<file path="src/rtl/math_subtractor_brent_kung_pipe_008.sv">
// Two-stage pipelined N-bit subtractor: diff = a - b - bin (mod 2^N).
// The subtraction is done as a + ~b + ~bin. Stage 1 registers the bitwise
// propagate/generate terms. Stage 2 resolves the carries with a Brent-Kung
// prefix tree, which treats the carry-in as bit -1. It then registers diff,
// the unsigned borrow-out and the signed overflow flag.
// Each stage has a valid flag and advances when it is empty or when the
// stage after it advances.
// Optional feature: define MATH_SUB_BK_ZERO_FLAG_EN to add the registered
// o_zero output.
module math_subtractor_brent_kung_pipe_008 #(
   parameter int N = 8
) (
   input  logic         i_clk,
   input  logic         i_rst_n,
   input  logic         i_valid,
   output logic         o_ready,
   input  logic [N-1:0] i_a,
   input  logic [N-1:0] i_b,
   input  logic         i_bin,
   output logic         o_valid,
   input  logic         i_ready,
   output logic [N-1:0] o_diff,
   output logic         o_bout,
`ifdef MATH_SUB_BK_ZERO_FLAG_EN
   output logic         o_zero,
`endif
   output logic         o_ovf
);

   // Prefix positions: 0 holds the carry-in, 1..N hold operand bits 0..N-1.
   localparam int M = N + 1;

   // Largest power-of-two span that is smaller than the number of positions.
   function automatic int top_step(input int m);
      int d;
      d = 1;
      while (d * 2 < m) begin
         d = d * 2;
      end
      return d;
   endfunction

   localparam int TOP_D = top_step(M);

   // Black cell: merges two groups into one group {generate, propagate}.
   function automatic logic [1:0] black_cell(input logic gh, input logic ph,
                                             input logic gl, input logic pl);
      return {gh | (ph & gl), ph & pl};
   endfunction

   // Gray cell: merges with a lower group that already includes the carry-in.
   function automatic logic gray_cell(input logic gh, input logic ph, input logic gl);
      return gh | (ph & gl);
   endfunction

   logic         s1_valid_r;
   logic [N-1:0] s1_p_r;
   logic [N-1:0] s1_g_r;
   logic         s1_cin_r;
   logic         s1_a_msb_r;
   logic         s1_b_msb_r;

   logic         s1_adv_s;
   logic         s2_adv_s;
   logic         in_xfer_s;
   logic [M-1:0] carry_s;
   logic [N-1:0] diff_s;
   logic         ovf_s;

   // Handshake: a stage may load when it is empty or when its contents move on.
   always_comb begin
      s2_adv_s  = ~o_valid | i_ready;
      s1_adv_s  = ~s1_valid_r | s2_adv_s;
      o_ready   = s1_adv_s;
      in_xfer_s = i_valid & s1_adv_s;
   end

   // Brent-Kung prefix tree: up-sweep builds power-of-two spans, down-sweep fills the gaps.
   always_comb begin
      logic [M-1:0] g_v;
      logic [M-1:0] p_v;
      logic [M-1:0] z_v;
      g_v = {s1_g_r, s1_cin_r};
      p_v = {s1_p_r, 1'b0};
      z_v = {{N{1'b0}}, 1'b1};
      for (int d = 1; d < M; d = d * 2) begin
         for (int i = 2 * d - 1; i < M; i = i + 2 * d) begin
            if (z_v[i-d]) begin
               g_v[i] = gray_cell(g_v[i], p_v[i], g_v[i-d]);
               p_v[i] = 1'b0;
               z_v[i] = 1'b1;
            end else begin
               {g_v[i], p_v[i]} = black_cell(g_v[i], p_v[i], g_v[i-d], p_v[i-d]);
               z_v[i] = 1'b0;
            end
         end
      end
      for (int d = TOP_D; d >= 1; d = d / 2) begin
         for (int i = 3 * d - 1; i < M; i = i + 2 * d) begin
            g_v[i] = gray_cell(g_v[i], p_v[i], g_v[i-d]);
            p_v[i] = 1'b0;
            z_v[i] = 1'b1;
         end
      end
      carry_s = g_v;
   end

   // Sum bits and signed overflow are formed from the resolved carries.
   always_comb begin
      diff_s = s1_p_r ^ carry_s[N-1:0];
      ovf_s  = (s1_a_msb_r != s1_b_msb_r) & (diff_s[N-1] != s1_a_msb_r);
   end

   // Stage 1: capture propagate/generate, carry-in and operand sign bits on a transfer.
   always_ff @(posedge i_clk or negedge i_rst_n) begin
      if (!i_rst_n) begin
         s1_valid_r <= 1'b0;
         s1_p_r     <= {N{1'b0}};
         s1_g_r     <= {N{1'b0}};
         s1_cin_r   <= 1'b0;
         s1_a_msb_r <= 1'b0;
         s1_b_msb_r <= 1'b0;
      end else begin
         if (s1_adv_s) begin
            s1_valid_r <= i_valid;
         end
         if (in_xfer_s) begin
            s1_p_r     <= i_a ^ ~i_b;
            s1_g_r     <= i_a & ~i_b;
            s1_cin_r   <= ~i_bin;
            s1_a_msb_r <= i_a[N-1];
            s1_b_msb_r <= i_b[N-1];
         end
      end
   end

   // Stage 2: register the result; hold everything while downstream stalls.
   always_ff @(posedge i_clk or negedge i_rst_n) begin
      if (!i_rst_n) begin
         o_valid <= 1'b0;
         o_diff  <= {N{1'b0}};
         o_bout  <= 1'b0;
         o_ovf   <= 1'b0;
`ifdef MATH_SUB_BK_ZERO_FLAG_EN
         o_zero  <= 1'b0;
`endif
      end else if (s2_adv_s) begin
         o_valid <= s1_valid_r;
         if (s1_valid_r) begin
            o_diff <= diff_s;
            o_bout <= ~carry_s[N];
            o_ovf  <= ovf_s;
`ifdef MATH_SUB_BK_ZERO_FLAG_EN
            o_zero <= (diff_s == {N{1'b0}});
`endif
         end
      end
   end

endmodule

</file>
<file path="config.mk">
export PLATFORM = sky130hd
export DESIGN_NAME = math_subtractor_brent_kung_pipe_008
export DESIGN_NICKNAME = d
export VERILOG_FILES = /design/src/rtl/math_subtractor_brent_kung_pipe_008.sv
export SDC_FILE = /design/constraint.sdc
export NUM_CORES = 1
export LEC_CHECK = 0
export ABC_CLOCK_PERIOD_IN_PS = 4000
export CORE_MARGIN = 5
export CORE_UTILIZATION = 54
export CTS_CLUSTER_SIZE = 40
export DETAILED_ROUTE_END_ITERATION = 10
export PLACE_DENSITY = 0.93
export SKIP_LAST_GASP = 1
export SLEW_MARGIN = 30
export SYNTH_ARGS = -nofsm -noshare
export SYNTH_HDL_FRONTEND = slang
export SYNTH_SLANG_ARGS = --single-unit
</file>
<file path="constraint.sdc">
create_clock -name i_clk -period 4 [get_ports i_clk]
set_input_delay 1 -clock i_clk [delete_from_list [all_inputs] [get_ports i_clk]]
set_output_delay 1 -clock i_clk [all_outputs]
set_load 0.02 [all_outputs]
</file>
==> results.py, run 1 <==
metrics = {
    "clock_network": {
        "clk_latency_ps": 330,
        "cts.sinks": 31,
        "postCtsSetupBuffers": 0,
        "root_buffer": "clkbuf_4",
        "numCtsBuffers": 5,
        "cts-htree-levels": 2,
        "clk_path_buf_depth": 2,
        "path_clk_slew_ps": 90,
        "hold_buffers": 0,
        "cts_tree": "built",
        "cts.repair.resized": 0,
    },
    "yosys": {
        "yosysSeqAreaShare_pct": 50.4,
        "async_flop_share_pct": 100,
        "postSynthCellCount": 110,
        "syn_area_per_cell_sq_um": 14.0,
        "synth_nets": 144,
        "synth_edf_count": 0,
        "yosys.cell_types.count": 23,
        "synth_area_sq_um": 1540,
        "ys_seq_elements": 31,
        "synth_warnings": 0,
        "synth_flop_cell": "dfrtp_1",
    },
    "drt": {
        "drcViolationCount": 0,
        "vias_per_cell": 5.20,
        "wl_um": 2740,
        "num_vias": 941,
        "drt_pass1_iterations": 4,
        "wl_per_cell_um": 15.1,
        "drt_iter0_markers": 12,
        "antenna_left": 0,
    },
    "critical_path": {
        "path_class": "primary input to primary output",
        "crit_top_cell": "clkdlybuf4s50_1",
        "cp-end-kind": "primary output",
        "slowest_stage": "clkdlybuf4s50_1",
        "max_stage_delay_ps": 620,
        "r2r-end": "o_ovf",
        "required_ps": 3000,
        "crit_chain": "clkdlybuf4s50_1, nand3b_4, clkdlybuf4s50_1",
        "worstRegToRegCells": 8,
        "regToRegStartpoint": "s1_p_r[0]",
        "crit_buf_inv": 2,
        "cp_max_fo": 3,
        "path_delay_family": "buffers and inverters",
        "critPathArrivalTime_ps": 2260,
        "timing.reg2reg.setup_slack_ps": 1820,
        "cp-start-kind": "primary input",
    },
    "grt": {
        "grt_max_degree": 32,
        "grt_util_all_layers_pct": 15.1,
        "antenna_found_initial": 0,
        "overflow": 0,
        "grt_pass1_wl_um": 4750,
        "grt_pass1_vias": 1044,
    },
    "floorplan": {
        "start_util_pct": 56.3,
        "coreArea_sq_um": 2730,
        "num_rows": 19,
        "die_h_um": 63.4,
        "die_w_um": 63.4,
        "io_pins": 33,
        "dieArea_sq_um": 4020,
    },
    "job": {
        "cap_violations": 0,
    },
    "finish": {
        "drive_gt1_share_pct": 26.7,
        "diodes": 0,
        "nFillCells": 199,
        "final_nets": 183,
        "syn_to_final_growth_pct": 27.0,
    },
    "power_and_ir_drop": {
        "p_per_area_nw_per_um2": 527,
        "p_leak_uw": 0.000937,
        "ir_drop_mv": 0.462,
    },
    "placed_design": {
        "dpl.hpwl_um": 2020,
        "globalplace.congestion": 0.752,
        "numPortBuffers": 32,
        "place_ws_ps": 735,
    },
    "timing": {
        "relSlewSlack_pct": 73.6,
        "setup_ws_ps": 738,
        "skew_ps": 7.72,
        "rsz0062_at_grt": "no",
        "period_share_pct": 81.6,
        "finalHoldViolCount": 0,
        "setup_viol": 0,
        "fmaxAchievable_ghz": 0.307,
        "setup_tns_ps": 0,
        "slew_violations": 0,
        "period_needed_ps": 3260,
        "tightest_slew_ps": 396,
    },
    "run_status": {
        "outcome": "complete, no violations",
    },
    "hold_path": {
        "hold_path.class": "flip-flop to flip-flop",
        "min_path_cells": 1,
        "hold_path_end": "o_diff[4]",
        "min_from": "o_diff[4]",
    },
}
==> cells by family (layout without fill, tap and decap cells) <==
logic type	Yosys count	after routing	synth area share, %
AO/OA/AOI/OAI	8	8	3.17
XOR/XNOR	3	3	1.71
adder cells (fa/ha/maj)	13	13	10.6
buffers and inverters	11	51	3.74
flip-flops	31	31	50.4
multiplexers	29	29	23.3
AND/OR/NAND/NOR	15	15	7.07
==> final cells by class <==
class | instances | area [sq um] | share of cell area [%]
inverters | 10 | 37.5 | 1.92
well taps | 31 | 38.8 | 1.98
multi-input cells | 68 | 706 | 36.1
clock buffers | 8 | 68.8 | 3.52
repair buffers | 33 | 328 | 16.8
flip-flops and latches | 31 | 776 | 39.7
==> registers in the layout, indices dropped and copies added, names as in the netlist <==
register,count
o_bout,1
o_diff,8
o_ovf,1
o_valid,1
s1_a_msb_r,1
s1_b_msb_r,1
s1_cin_r,1
s1_g_r,8
s1_p_r,8
s1_valid_r,1
==> placed cells by master (no fill, tap or decap) <==
cell	instances
a21o_1	1
a21oi_1	2
a31oi_1	1
buf_4	1
clkbuf_1	1
clkbuf_4	5
clkbuf_8	2
clkdlybuf4s50_1	32
dfrtp_1	31
ha_1	13
inv_1	10
mux2_2	19
mux2_4	9
mux2i_1	1
nand2_1	2
nand2_2	1
nand2_8	1
nand2b_1	3
nand3b_1	1
nand3b_4	1
nor2_1	4
o21a_1	1
o21ai_0	2
o31ai_1	1
or2_2	1
or2b_1	1
xnor2_1	3
==> routing by layer <==
layer	wire [um]	vias up	global-route usage, %
met5	0	-	0
met4	42	0	6.23
met3	205	6	6.57
met2	1230	31	24.1
met1	1260	449	17.7
li1	-	455	-
==> power by group <==
part	internal, uW	switching, uW
Combinational	216	164
Sequential	394	50.2
Clock	103	103
==> worst max-delay path by stage <==
stage | from | endpoint | cells after the start
finish | i_ready | o_ready | 3
global route | i_ready | o_ready | 3
CTS | i_ready | o_ready | 3
detailed placement | i_ready | o_ready | 3
global placement | i_ready | o_ready | 3
floorplan | i_ready | o_ready | 1
==> cells in the mapped netlist (2+ instances only) <==
library cell	instances	area (sq um)
dfrtp_1	31	776
mux2_2	19	214
ha_1	13	163
inv_1	10	37.5
mux2_4	9	135
nor2_1	4	15.0
nand2b_1	3	18.8
xnor2_1	3	26.3
a21oi_1	2	10.0
nand2_1	2	7.51
o21ai_0	2	10.0
==> metrics by stage <==
stage,total power [uW],util [%],hold slack [ps],instances,instance area (sq um)
global placement,817,69.0,482,173,1890
global route,1100,71.5,527,181,1950
detailed placement,836,69.0,493,173,1890
CTS,1050,71.5,514,181,1950
finish,1030,71.5,512,181,1950
floorplan,665,-,470,110,1540
Note: power is estimated with default switching activity, not from simulation.
==> run 2, diff against run 1 <==
--- a/config.mk
+++ b/config.mk
@@ -5,12 +5,12 @@
 export SDC_FILE = /design/constraint.sdc
 export NUM_CORES = 1
 export LEC_CHECK = 0
-export ABC_CLOCK_PERIOD_IN_PS = 4000
+export ABC_CLOCK_PERIOD_IN_PS = 3100
 export CORE_MARGIN = 5
-export CORE_UTILIZATION = 54
+export CORE_UTILIZATION = 50
 export CTS_CLUSTER_SIZE = 40
 export DETAILED_ROUTE_END_ITERATION = 10
-export PLACE_DENSITY = 0.93
+export PLACE_DENSITY = 0.88
 export SKIP_LAST_GASP = 1
 export SLEW_MARGIN = 30
 export SYNTH_ARGS = -nofsm -noshare
==> constraint.sdc (replaced) <==
create_clock -name i_clk -period 3.1 [get_ports i_clk]
set_input_delay 0.775 -clock i_clk [delete_from_list [all_inputs] [get_ports i_clk]]
set_output_delay 0.775 -clock i_clk [all_outputs]
set_load 0.02 [all_outputs]
==> results.py, run 2 (same netlist as run 1, synthesis figures left out) <==
metrics = {
    "clock_network": {
        "cts.sinks": 31,
        "postCtsSetupBuffers": 0,
        "path_clk_slew_ps": 90,
        "root_buffer": "clkbuf_4",
        "hold_buffers": 0,
        "cts-htree-levels": 2,
        "clk_path_buf_depth": 2,
        "numCtsBuffers": 5,
        "clk_latency_ps": 320,
        "cts_tree": "built",
        "cts.repair.resized": 0,
    },
    "timing": {
        "slew_violations": 0,
        "finalHoldViolCount": 0,
        "rsz0062_at_grt": "no",
        "holdWs_ps": 511,
        "skew_ps": 6.17,
        "period_needed_ps": 2810,
        "period_share_pct": 90.6,
        "relSlewSlack_pct": 74.7,
        "tightest_slew_ps": 380,
        "setup_viol": 0,
        "setup_tns_ps": 0,
        "fmaxAchievable_ghz": 0.356,
    },
    "placed_design": {
        "dpl.hpwl_um": 2070,
        "globalplace.congestion": 0.755,
        "numPortBuffers": 32,
    },
    "drt": {
        "drt_pass1_iterations": 4,
        "vias_per_cell": 5.09,
        "drt_iter0_markers": 27,
        "drcViolationCount": 0,
        "wl_per_cell_um": 14.7,
        "num_vias": 926,
        "antenna_left": 0,
        "wl_um": 2680,
    },
    "floorplan": {
        "coreArea_sq_um": 3000,
        "num_rows": 20,
        "die_h_um": 65.5,
        "die_w_um": 65.5,
        "dieArea_sq_um": 4290,
        "io_pins": 33,
        "start_util_pct": 51.3,
    },
    "run_status": {
        "outcome": "complete, no violations",
    },
    "critical_path": {
        "crit_chain": "clkdlybuf4s50_1, nand3b_4, clkdlybuf4s50_1",
        "slowest_stage": "clkdlybuf4s50_1",
        "crit_top_cell": "clkdlybuf4s50_1",
        "cp-start-kind": "primary input",
        "max_stage_delay_ps": 610,
        "required_ps": 2320,
        "critPathArrivalTime_ps": 2030,
        "cp_max_fo": 3,
        "path_class": "primary input to primary output",
        "cp-end-kind": "primary output",
    },
    "finish": {
        "nFillCells": 232,
        "final_cell_mix": "clkdlybuf4s50_1, dfrtp_1, mux2_2, ha_1, inv_1",
        "drive_gt1_share_pct": 26.8,
        "layout_commonest_cell": "clkdlybuf4s50_1",
        "final_nets": 183,
        "reg_top3": "o_diff: 8 flops, s1_g_r: 8 flops, s1_p_r: 8 flops",
        "diodes": 0,
        "syn_to_final_growth_pct": 26.3,
    },
    "grt": {
        "grt_max_degree": 32,
        "use_met1_pct": 16.7,
        "grt_pass1_wl_um": 4560,
        "gr-max-usage-layer": "met2",
        "met3_usage_pct": 4.10,
        "use_met2_pct": 24.0,
        "grt_util_all_layers_pct": 14.2,
        "overflow": 0,
        "antenna_found_initial": 0,
        "grt_pass1_vias": 1051,
    },
    "power_and_ir_drop": {
        "p_leak_uw": 0.000932,
        "p_per_area_nw_per_um2": 668,
        "ir_drop_mv": 0.412,
    },
    "job": {
        "cap_violations": 0,
    },
    "hold_path": {
        "hold_path.class": "flip-flop to flip-flop",
    },
}
-- run 2: power breakdown --
part	total [uW]	switching [uW]	internal, uW
sequential	576	68.1	508
combinational	489	211	278
clock	233	128	105
-- run 2: final cells by class --
cell class	instances	area, sq um	share of cell area, %
clock buffer	6	51.3	2.64
sequential	31	776	39.9
tap	33	41.3	2.12
clock inverter	1	5.00	0.257
multi-input combinational	68	706	36.3
inverter	10	37.5	1.93
timing repair buffer	33	328	16.9
-- run 2: layer usage --
layer	share of wire [%]	wire, um	vias to the layer above
li1	-	-	456
met1	43	1160	435
met2	49	1330	29
met3	5.8	155	6
met4	1.5	39	0
met5	0	0	-
-- run 2: worst max-delay path: cells and delay by family --
family / cells / cell delay [ps]
buf+inv: 2 / 1090
simple gates: 1 / 170
-- run 2: metrics by stage --
stage	setup slack (ps)	util (%)	cell area [sq um]	power (uW)	std cells
2_1_floorplan	1130	-	1540	859	110
3_3_place_gp	304	62.9	1890	1050	175
3_5_place_dp	271	62.9	1890	1080	175
4_1_cts	275	64.8	1940	1320	182
5_1_grt	249	64.8	1940	1380	182
6_report	290	64.8	1940	1300	182
-- run 2: worst paths after layout --
| check | cells after the start | end | from | slack [ps] |
|---|---|---|---|---|
| setup reg to reg | 8 | o_ovf | s1_p_r[0] | 900 |
| hold / removal | 1 | o_ovf | o_ovf | 510 |
| setup / recovery | 3 | o_ready | i_ready | 290 |
| max in group asynchronous | 2 | s1_g_r[6] | i_rst_n | 1980 |
| min in group asynchronous | 2 | o_valid | i_rst_n | 840 |
| hold reg to reg | 1 | o_ovf | o_ovf | 510 |
==> variant, RTL diff (settings of run 2) <==
`N`: 8 -> 16.
--- a/src/rtl/math_subtractor_brent_kung_pipe_008.sv
+++ b/src/rtl/math_subtractor_brent_kung_pipe_008.sv
@@ -8,7 +8,7 @@
 // Optional feature: define MATH_SUB_BK_ZERO_FLAG_EN to add the registered
 // o_zero output.
 module math_subtractor_brent_kung_pipe_008 #(
-   parameter int N = 8
+   parameter int N = 16
 ) (
    input  logic         i_clk,
    input  logic         i_rst_n,
Ports: changed (resized i_a, i_b and o_diff); port bits go from 33 to 57. The function was not compared with the original's and may differ.
==> variant against run 2 <==
- synthesized area increased by 79%
- power is 83% higher
- sequential cell count increased by 24
- non-clock buffer count up 24
- largest cell class unchanged
- register-to-register slack better by 0.08 ns
- routed wire length rose by 88%
- final area rose by 80%
- setup slack better by 0.029 ns
- highest routed layer unchanged
==> variant: results (changes against run 2) <==
* Status: complete, no violations
* Placed cell area at 3362 um^2 (+78%)
* Antenna Diode Count at 0 (unchanged)
* CTS resizes at 0 (unchanged)
* Initial antenna violation count at 0 (unchanged)
* Largest net degree at the start of global routing at 38 (+19%)
* Layout filler cell count at 431 (+86%)
* First-pass GRT wire length at 8.880 mm (+95%)
* Post-synth top cells: 55 x dfrtp_1, 38 x mux2_2, 25 x ha_1
* DR pass1 iterations at 4 (unchanged)
* Post-DP HPWL at 3.773 mm (+82%)
* Total number of vias at 1,796 (+94%)
* Port buffer count at 56 (+75%)
* Syn nets at 284 (+97%)
* Largest delay contributor family on the critical path: buffers and inverters
* Sequential-to-total area share from yosys stat at 49.95% (-0.45 points)
* Nets at 343 (+87%)
* EDFF count, synth at 0 (unchanged)
* Clock buffer depth at 2 (unchanged)
* Hold/Removal Path Class: in -> async
* Clk Latency, worst-skew pair at 0.30 ns (-0.02 ns)
* GRT Total Usage at 15.28% (+1.1 points)
* Critical path's slowest cell: clkdlybuf4s50_1
* Post-Route WL at 5.058 mm (+88%)
* Synth area leaders: dfrtp_1 50%, mux2_2 16%, ha_1 11%
* Clock Tree Root: clkbuf_8
* Synth cell types at 34 (+48%)
* Max-cap violation count at 0 (unchanged)
* Rel. slew slack at 64.65% (-10 points)
* Share of cells above drive strength 1 at 20.92% (-5.9 points)
* CTS H-tree depth at 2 (unchanged)
* Initial drt markers at 94 (+250%)
* Worst-path clk slew at 0.09 ns (about the same)
* Routability congestion estimate at 0.7600 (+0.70%)
* Peak supply drop at 0.2859 mV (-31%)
* Biggest regs: o_diff (16), s1_g_r (16), s1_p_r (16)
* Async set-reset flop share out of synthesis at 100.0% (unchanged)
* CP Data Arrival Time at 2.01 ns (-0.02 ns)
* Clock skew at 0.01071 ns (+0.004536 ns)
* Pleak at 1.626 nW (+74%)
* YS warnings at 0 (unchanged)
* Synth area leader: dfrtp_1
variant: final timing paths:
check | start | end | slack [ns] | depth (start not counted)
worst max-delay path | i_ready | o_ready | 0.32 | 3
worst min-delay path | i_rst_n | s1_p_r[1] | 0.44 | 1
worst max register to register | s1_cin_r | o_ovf | 0.98 | 10
worst min register to register | s1_g_r[15] | o_bout | 0.45 | 1
max in group asynchronous | i_rst_n | s1_g_r[12] | 1.86 | 2
min in group i_clk | s1_g_r[15] | o_bout | 0.45 | 1
variant: per-stage QoR:
stage / std cells / hold WS [ns] / utilization [%] / worst slack [ns] / total power [mW]
6_report: 354 / 0.4353 / 64.25 / 0.3190 / 2.373
5_1_grt: 354 / 0.4710 / 64.25 / 0.2791 / 2.524
4_1_cts: 354 / 0.4475 / 64.25 / 0.3132 / 2.408
3_5_place_dp: 346 / 0.4438 / 61.81 / 0.3148 / 1.852
3_3_place_gp: 346 / 0.4372 / 61.81 / 0.3311 / 1.817
2_1_floorplan: 222 / 0.4257 / - / 1.172 / 1.481
variant: power breakdown:
part | internal [mW] | switching, mW | total (mW)
sequential | 0.894 | 0.136 | 1.03
combinational | 0.427 | 0.370 | 0.797
clock | 0.323 | 0.224 | 0.547
variant: cell families after synthesis:
family | synth area share (%)
compound gates | 7.629
xor+xnor | 2.225
flops | 49.95
mux | 17.17
simple gates | 7.539
fa+ha+maj | 11.35
buf+inv | 4.132
variant: area by class of cell:
| type | instances | area, um^2 | share of cell area [%] |
|---|---|---|---|
| timing repair buffer | 57 | 563.0 | 16.11 |
| inverter | 18 | 67.56 | 1.933 |
| clock inverter | 2 | 60.06 | 1.719 |
| tap | 72 | 90.09 | 2.578 |
| sequential | 55 | 1376 | 39.38 |
| multi-input combinational | 144 | 1265 | 36.20 |
| clock buffer | 6 | 72.57 | 2.077 |
variant: worst reg2reg max path: stages, from the launching register on:
cell,delay [ns]
dfrtp_1,0.40
ha_1,0.21
o211ai_2,0.15
nand2_2,0.08
a31o_4,0.27
nand4_1,0.09
o211ai_1,0.11
ha_1,0.33
nor2b_1,0.14
a21oi_1,0.13
o21ai_0,0.08
variant: per-layer routing:
| layer | track usage (%) | vias to the layer above | part of all wire, % |
|---|---|---|---|
| met3 | 3.729 | 6 | 4.9 |
| li1 | - | 887 | - |
| met2 | 26.61 | 36 | 51 |
| met5 | 0 | - | 0 |
| met4 | 4.825 | 0 | 1.1 |
| met1 | 18.60 | 867 | 43 |
